### src/rtl/sm_arith_pkg.sv
// Shared sign-magnitude arithmetic definitions for the ALU and the sequential divider.
package sm_arith_pkg;

  // Sign bit encoding used by every sign-magnitude operand and result.
  localparam logic SIGN_POS = 1'b0;
  localparam logic SIGN_NEG = 1'b1;

  // Default operand widths shared with the ALU multiply path.
  localparam int unsigned DEF_DW = 8;
  localparam int unsigned DEF_VW = 4;

  // Divider control states.
  typedef enum logic [0:0] {
    StIdle = 1'b0,
    StCalc = 1'b1
  } div_state_e;

endpackage

### src/rtl/div_step.sv
// One combinational restoring-division stage: shift in the next dividend bit, trial-subtract
// the divisor at VW+1 bits and keep the difference only when it did not go negative.
module div_step #(
  parameter int unsigned VW = 4
) (
  input  logic [VW-1:0] i_rem,
  input  logic          i_bit,
  input  logic [VW-1:0] i_divisor,
  output logic [VW-1:0] o_rem,
  output logic          o_qbit
);

  logic [VW:0] w_shift;
  logic [VW:0] w_diff;

  // Trial subtraction; the difference's MSB is the borrow, so a clear MSB means shift >= divisor.
  // The incoming remainder is always below the divisor, so the difference fits in VW+1 signed bits.
  always_comb begin
    w_shift = {i_rem, i_bit};
    w_diff  = w_shift - {1'b0, i_divisor};
    o_qbit  = ~w_diff[VW];
    o_rem   = o_qbit ? w_diff[VW-1:0] : w_shift[VW-1:0];
  end

endmodule

### src/rtl/sm_seq_divider.sv
// Sequential sign-magnitude restoring divider: one quotient bit per clock with a
// start/busy/done handshake. Magnitudes divide unsigned; signs are resolved at completion.
module sm_seq_divider
  import sm_arith_pkg::*;
#(
  parameter int unsigned DW = DEF_DW,
  parameter int unsigned VW = DEF_VW
) (
  input  logic          i_clk,
  input  logic          i_rst,
  input  logic          i_start,
  input  logic [DW-1:0] i_dividend,
  input  logic          i_signa,
  input  logic [VW-1:0] i_divisor,
  input  logic          i_signb,
  output logic [DW-1:0] o_quotient,
  output logic          o_signq,
  output logic [VW-1:0] o_remainder,
  output logic          o_signr,
  output logic          o_busy,
  output logic          o_done,
  output logic          o_div_zero
);

  localparam int unsigned CW = $clog2(DW + 1);

  div_state_e    r_state, w_state_nxt;
  logic [DW-1:0] r_dvd, w_dvd_nxt;      // dividend bits still to consume; quotient fills from LSB
  logic [VW-1:0] r_dvs, w_dvs_nxt;
  logic          r_signa, w_signa_nxt;
  logic          r_signb, w_signb_nxt;
  logic [VW-1:0] r_rem, w_rem_nxt;      // partial remainder
  logic [CW-1:0] r_count, w_count_nxt;
  logic [DW-1:0] r_quotient, w_quotient_nxt;
  logic          r_signq, w_signq_nxt;
  logic [VW-1:0] r_remainder, w_remainder_nxt;
  logic          r_signr, w_signr_nxt;
  logic          r_done, w_done_nxt;
  logic          r_div_zero, w_div_zero_nxt;

  logic [VW-1:0] w_step_rem;
  logic          w_step_qbit;
  logic [DW-1:0] w_dvd_shift;

  div_step #(
    .VW(VW)
  ) u_div_step (
    .i_rem    (r_rem),
    .i_bit    (r_dvd[DW-1]),
    .i_divisor(r_dvs),
    .o_rem    (w_step_rem),
    .o_qbit   (w_step_qbit)
  );

  assign w_dvd_shift = {r_dvd[DW-2:0], w_step_qbit};

  // State and datapath registers; reset aborts any operation without a done pulse.
  always_ff @(posedge i_clk) begin
    if (i_rst) begin
      r_state     <= StIdle;
      r_dvd       <= '0;
      r_dvs       <= '0;
      r_signa     <= SIGN_POS;
      r_signb     <= SIGN_POS;
      r_rem       <= '0;
      r_count     <= '0;
      r_quotient  <= '0;
      r_signq     <= SIGN_POS;
      r_remainder <= '0;
      r_signr     <= SIGN_POS;
      r_done      <= 1'b0;
      r_div_zero  <= 1'b0;
    end else begin
      r_state     <= w_state_nxt;
      r_dvd       <= w_dvd_nxt;
      r_dvs       <= w_dvs_nxt;
      r_signa     <= w_signa_nxt;
      r_signb     <= w_signb_nxt;
      r_rem       <= w_rem_nxt;
      r_count     <= w_count_nxt;
      r_quotient  <= w_quotient_nxt;
      r_signq     <= w_signq_nxt;
      r_remainder <= w_remainder_nxt;
      r_signr     <= w_signr_nxt;
      r_done      <= w_done_nxt;
      r_div_zero  <= w_div_zero_nxt;
    end
  end

  // Next-state logic: latch on start in idle, iterate in calc, publish results on the last step.
  always_comb begin
    w_state_nxt     = r_state;
    w_dvd_nxt       = r_dvd;
    w_dvs_nxt       = r_dvs;
    w_signa_nxt     = r_signa;
    w_signb_nxt     = r_signb;
    w_rem_nxt       = r_rem;
    w_count_nxt     = r_count;
    w_quotient_nxt  = r_quotient;
    w_signq_nxt     = r_signq;
    w_remainder_nxt = r_remainder;
    w_signr_nxt     = r_signr;
    w_done_nxt      = 1'b0;
    w_div_zero_nxt  = r_div_zero;

    unique case (r_state)
      StIdle: begin
        if (i_start) begin
          w_dvd_nxt      = i_dividend;
          w_dvs_nxt      = i_divisor;
          w_signa_nxt    = i_signa;
          w_signb_nxt    = i_signb;
          w_rem_nxt      = '0;
          w_count_nxt    = '0;
          w_div_zero_nxt = 1'b0;
          w_state_nxt    = StCalc;
        end
      end
      StCalc: begin
        if (r_dvs == '0) begin
          // Zero divisor completes after a single cycle with all-zero results.
          w_quotient_nxt  = '0;
          w_signq_nxt     = SIGN_POS;
          w_remainder_nxt = '0;
          w_signr_nxt     = SIGN_POS;
          w_done_nxt      = 1'b1;
          w_div_zero_nxt  = 1'b1;
          w_state_nxt     = StIdle;
        end else begin
          w_rem_nxt   = w_step_rem;
          w_dvd_nxt   = w_dvd_shift;
          w_count_nxt = r_count + 1'b1;
          if (r_count == CW'(DW - 1)) begin
            // Truncating division: zero magnitudes always carry a positive sign.
            w_quotient_nxt  = w_dvd_shift;
            w_signq_nxt     = ((r_signa ^ r_signb) == SIGN_NEG && w_dvd_shift != '0) ?
                              SIGN_NEG : SIGN_POS;
            w_remainder_nxt = w_step_rem;
            w_signr_nxt     = (r_signa == SIGN_NEG && w_step_rem != '0) ? SIGN_NEG : SIGN_POS;
            w_done_nxt      = 1'b1;
            w_state_nxt     = StIdle;
          end
        end
      end
      default: w_state_nxt = StIdle;
    endcase
  end

  assign o_quotient  = r_quotient;
  assign o_signq     = r_signq;
  assign o_remainder = r_remainder;
  assign o_signr     = r_signr;
  assign o_busy      = (r_state == StCalc);
  assign o_done      = r_done;
  assign o_div_zero  = r_div_zero;

endmodule

### config.mk
export PLATFORM = sky130hd
export DESIGN_NAME = sm_seq_divider
export DESIGN_NICKNAME = d
export VERILOG_FILES = /design/src/rtl/sm_arith_pkg.sv /design/src/rtl/div_step.sv /design/src/rtl/sm_seq_divider.sv
export SDC_FILE = /design/constraint.sdc
export NUM_CORES = 1
export LEC_CHECK = 0
export CORE_ASPECT_RATIO = 0.8
export CORE_MARGIN = 1
export CORE_UTILIZATION = 46
export CTS_CLUSTER_SIZE = 10
export DETAILED_ROUTE_END_ITERATION = 10
export PLACE_DENSITY_LB_ADDON = 0.3
export SETUP_SLACK_MARGIN = 0.02
export SYNTH_ARGS = -nofsm -noshare
export SYNTH_HDL_FRONTEND = slang
export SYNTH_HIERARCHICAL = 1
export SYNTH_SLANG_ARGS = --single-unit
### constraint.sdc
create_clock -name i_clk -period 2.9 [get_ports i_clk]
set_clock_uncertainty 0.05 [all_clocks]
set_input_delay 0.58 -clock i_clk [delete_from_list [all_inputs] [get_ports i_clk]]
set_output_delay 0.58 -clock i_clk [all_outputs]
set_load 0.02 [all_outputs]
==> results.md <==
- Status: finished, final reports clean
- Drt via density: 5.54
- Clock Tree Buf Depth: 2
- Worst-Skew Late Latency: 0.29 ns
- Critical path origin: r_dvd[7]
- Fmax: 354 MHz
- CTS tree: done
- Clock Power Share: 30.2%
- Overall routing resource usage: 21.8%
- Starting density of the core: 50.4%
- Maximum VDD drop: 0.343 mV
- Crit path arrival time: 2.96 ns
- Post-DP HPWL: 3010 um
- Die span in x: 72.1 um
- Hold Path Depth: 1
- Final hold vios: 0
- Flop-to-flop setup slack: 0.08 ns
- Post-synthesis sequential area ratio: 43.2%
- Ys async rst share: 0%
- First-pass GRT wire length: 6830 um
- Min-delay worst type: flip-flop to flip-flop
- Num CTS Buffers: 5
- Final #Nets: 240
- Largest net degree at the start of global routing: 19
- Flops & latches, synth: 39
- I/O pins: 34
- Crit path max fanout: 3
- Cell Rows: 19
- Post-synth EDFFs: 0
- Synth warnings: 6
- Wire length on met2: 2070 um
- Fin crit share: 97.4%
- Setup CP Type: flip-flop to flip-flop
- DIE HEIGHT: 58.1 um
- Slew @ Worst Pin: 0.985 ns
- Antenna viol nets, final: 0
- # port buffers: 33
- Instance count of the mapped netlist: 181
- Reg2reg path depth: 10
- Final setup vio count: 0
- GRT overflow: 0
- Switching share of power: 28.7%
- Internal power: 0.844 mW
- Most common cell after layout, fill and taps aside: dfxtp_1
- Cells along the critical path: inv_1 -> ha_2 -> fa_2 -> nand2b_1 -> a21oi_2 -> xor2_2 -> buf_4 -> mux2_2 -> or4_1 -> a32o_1
- Tot Pwr: 1.18 mW
- M1 WL: 1930 um
- Layout area overhead: 26.1%
- Max-slew violations: 0
- WHS Endpoint: o_quotient[4]
- Syn_area_per_cell: 10.0 sq um
- Placed insts: 260
- Hold_sp: o_quotient[4]
- Pwr dens: 519 nW/um^2
- Synth unique cells: 37
- Commonest non-fill, non-tap cells in the layout: dfxtp_1 (38), clkdlybuf4s50_1 (33), nand2_1 (18)
- 1st-iter DRT viols: 109
- Max-Cap Viols: 0
- DR WL met3: 212 um
- Crit-path max cell delay: 0.40 ns
- CP endpoint kind: flip-flop
- Core box area: 3590 sq um
- RR Endpoint: o_signr
- Initial antenna violation count: 0
- Share of layout cells above drive strength 1: 16.5%
- Non-Filler Instances: 270
- H-Tree Depth: 2
- Min cycle time layout: 2.82 ns
- Switching Power: 0.340 mW
- Total die area: 4190 sq um
- Pleak: 0.823 nW
- Combinational Power Share: 20.2%
- Critical Path Start Type: flip-flop
- DR vias: 1495
- 1st-pass router iterations: 4
- Design Area, Final: 2280 sq um
- Top Layer Used: met4
- Vias in the first global route: 1457
- DP Area: 2180 sq um
- Part of the power in registers: 49.5%
- Diode count: 0
- R2R Path Start: r_dvd[7]
- CP Data Required Time: 3.04 ns
- Cell Area, Synth: 1810 sq um
- Synth Flop Type: dfxtp_1
- RePlAce Congestion: 0.813
- CTS sink cnt: 39
- Root Buffer: clkbuf_8
- Syn_nets: 204
- Drt total wl: 4280 um
- Rel. slew slack: 34.2%
- Drt wl/cell: 15.8 um
- RSZ-0062 raised after global routing: no
- DRC: 0
- Worst-path clk slew: 0.07 ns
- Critical-path top delay cell: or4_1
worst max-delay path, delay by kind of cell (launching register included):
family / cells / cell delay (ns)
muxes: 1 / 0.36
buffers and inverters: 2 / 0.20
xor gates and xnor gates: 1 / 0.21
AOI/OAI and AO/OA: 2 / 0.45
and+or+nand+nor: 2 / 0.57
DFF: 1 / 0.34
adders and majority gates: 2 / 0.55
per-stage QoR:
stage	worst slack [ns]	TNS [ns]	hold slack, ns	util [%]
floorplan	0.0329	0	0.399	-
detailed placement	-0.0116	-0.0116	0.408	60.7
global route	0.0274	0	0.438	63.6
finish	0.0761	0	0.426	63.6
CTS	0.0302	0	0.428	63.4
global placement	0.0928	0	0.405	60.7
cell type report:
type / count / area (sq um)
fill: 311 / 1310
clock inverter: 1 / 5.00
multi-input combinational: 124 / 937
clock buffer: 7 / 76.3
sequential: 39 / 782
tap: 52 / 65.1
timing repair buffer: 42 / 398
inverter: 5 / 18.8
cells in the mapped netlist (2+ instances only):
cell,instances,area [sq um]
ha_1,5,62.6
nor2_1,4,15.0
nand3b_1,4,30.0
mux2i_1,10,100
nand2_1,18,67.6
clkbuf_1,2,7.51
nor3_2,2,20.0
a21oi_1,15,75.1
nor2b_1,2,12.5
dfxtp_1,39,781
inv_1,5,18.8
nor4_1,2,12.5
a211oi_2,9,113
a31oi_1,2,12.5
nand3_1,10,50.1
mux2_2,2,22.5
buf_6,2,22.5
xnor2_1,2,17.5
nand2b_1,3,18.8
buf_2,8,40.0
nor3_1,7,35.0
a22o_1,13,114
worst max-delay path by stage:
| stage | endpoint | slack, ns | cells after the start |
|---|---|---|---|
| floorplan | o_signr | 0.03 | 8 |
| global placement | o_signr | 0.09 | 9 |
| detailed placement | o_signr | -0.01 | 9 |
| CTS | o_signr | 0.03 | 10 |
| global route | o_signr | 0.03 | 10 |
| finish | o_signr | 0.08 | 10 |
cell families (layout without fill, tap and decap cells):
group | Yosys count | after routing | synth area share, %
adder cells (fa/ha/maj) | 6 | 6 | 4.56
AO/OA/AOI/OAI | 44 | 44 | 20.3
buffers and inverters | 18 | 55 | 5.33
flip-flops | 39 | 39 | 43.2
AND/OR/NAND/NOR | 58 | 58 | 17.5
multiplexers | 12 | 12 | 6.78
XOR/XNOR | 4 | 4 | 2.35
sequential cells by signal (all words and copies together) (netlist names):
register,cells
o_busy,1
o_div_zero,1
o_done,1
o_quotient,8
o_remainder,4
o_signq,1
o_signr,1
r_count,4
r_dvd,8
r_dvs,4
r_rem,4
r_signa,1
r_signb,1
power by group through the flow:
stage | Clock, mW | Combinational (mW) | Sequential [mW]
global placement | 0 | 0.216 | 0.595
floorplan | 0 | 0.158 | 0.592
detailed placement | 0 | 0.226 | 0.597
global route | 0.388 | 0.258 | 0.589
finish | 0.358 | 0.240 | 0.586
CTS | 0.358 | 0.237 | 0.585
per-layer routing:
metal | track usage, % | up-vias
li1 | - | 727
met1 | 27.9 | 719
met2 | 35.5 | 43
met3 | 4.70 | 6
met4 | 9.80 | 0
met5 | 0 | -
repair_timing:
| action | in CTS | in global routing |
|---|---|---|
| setup endpoints to repair | 1 | 1 |
| buffers inserted | 2 | 0 |
| pin swaps | 1 | 3 |
| hold buffers | 0 | 0 |
| resized for setup | 0 | 3 |
Note: power is estimated with default switching activity, not from simulation.
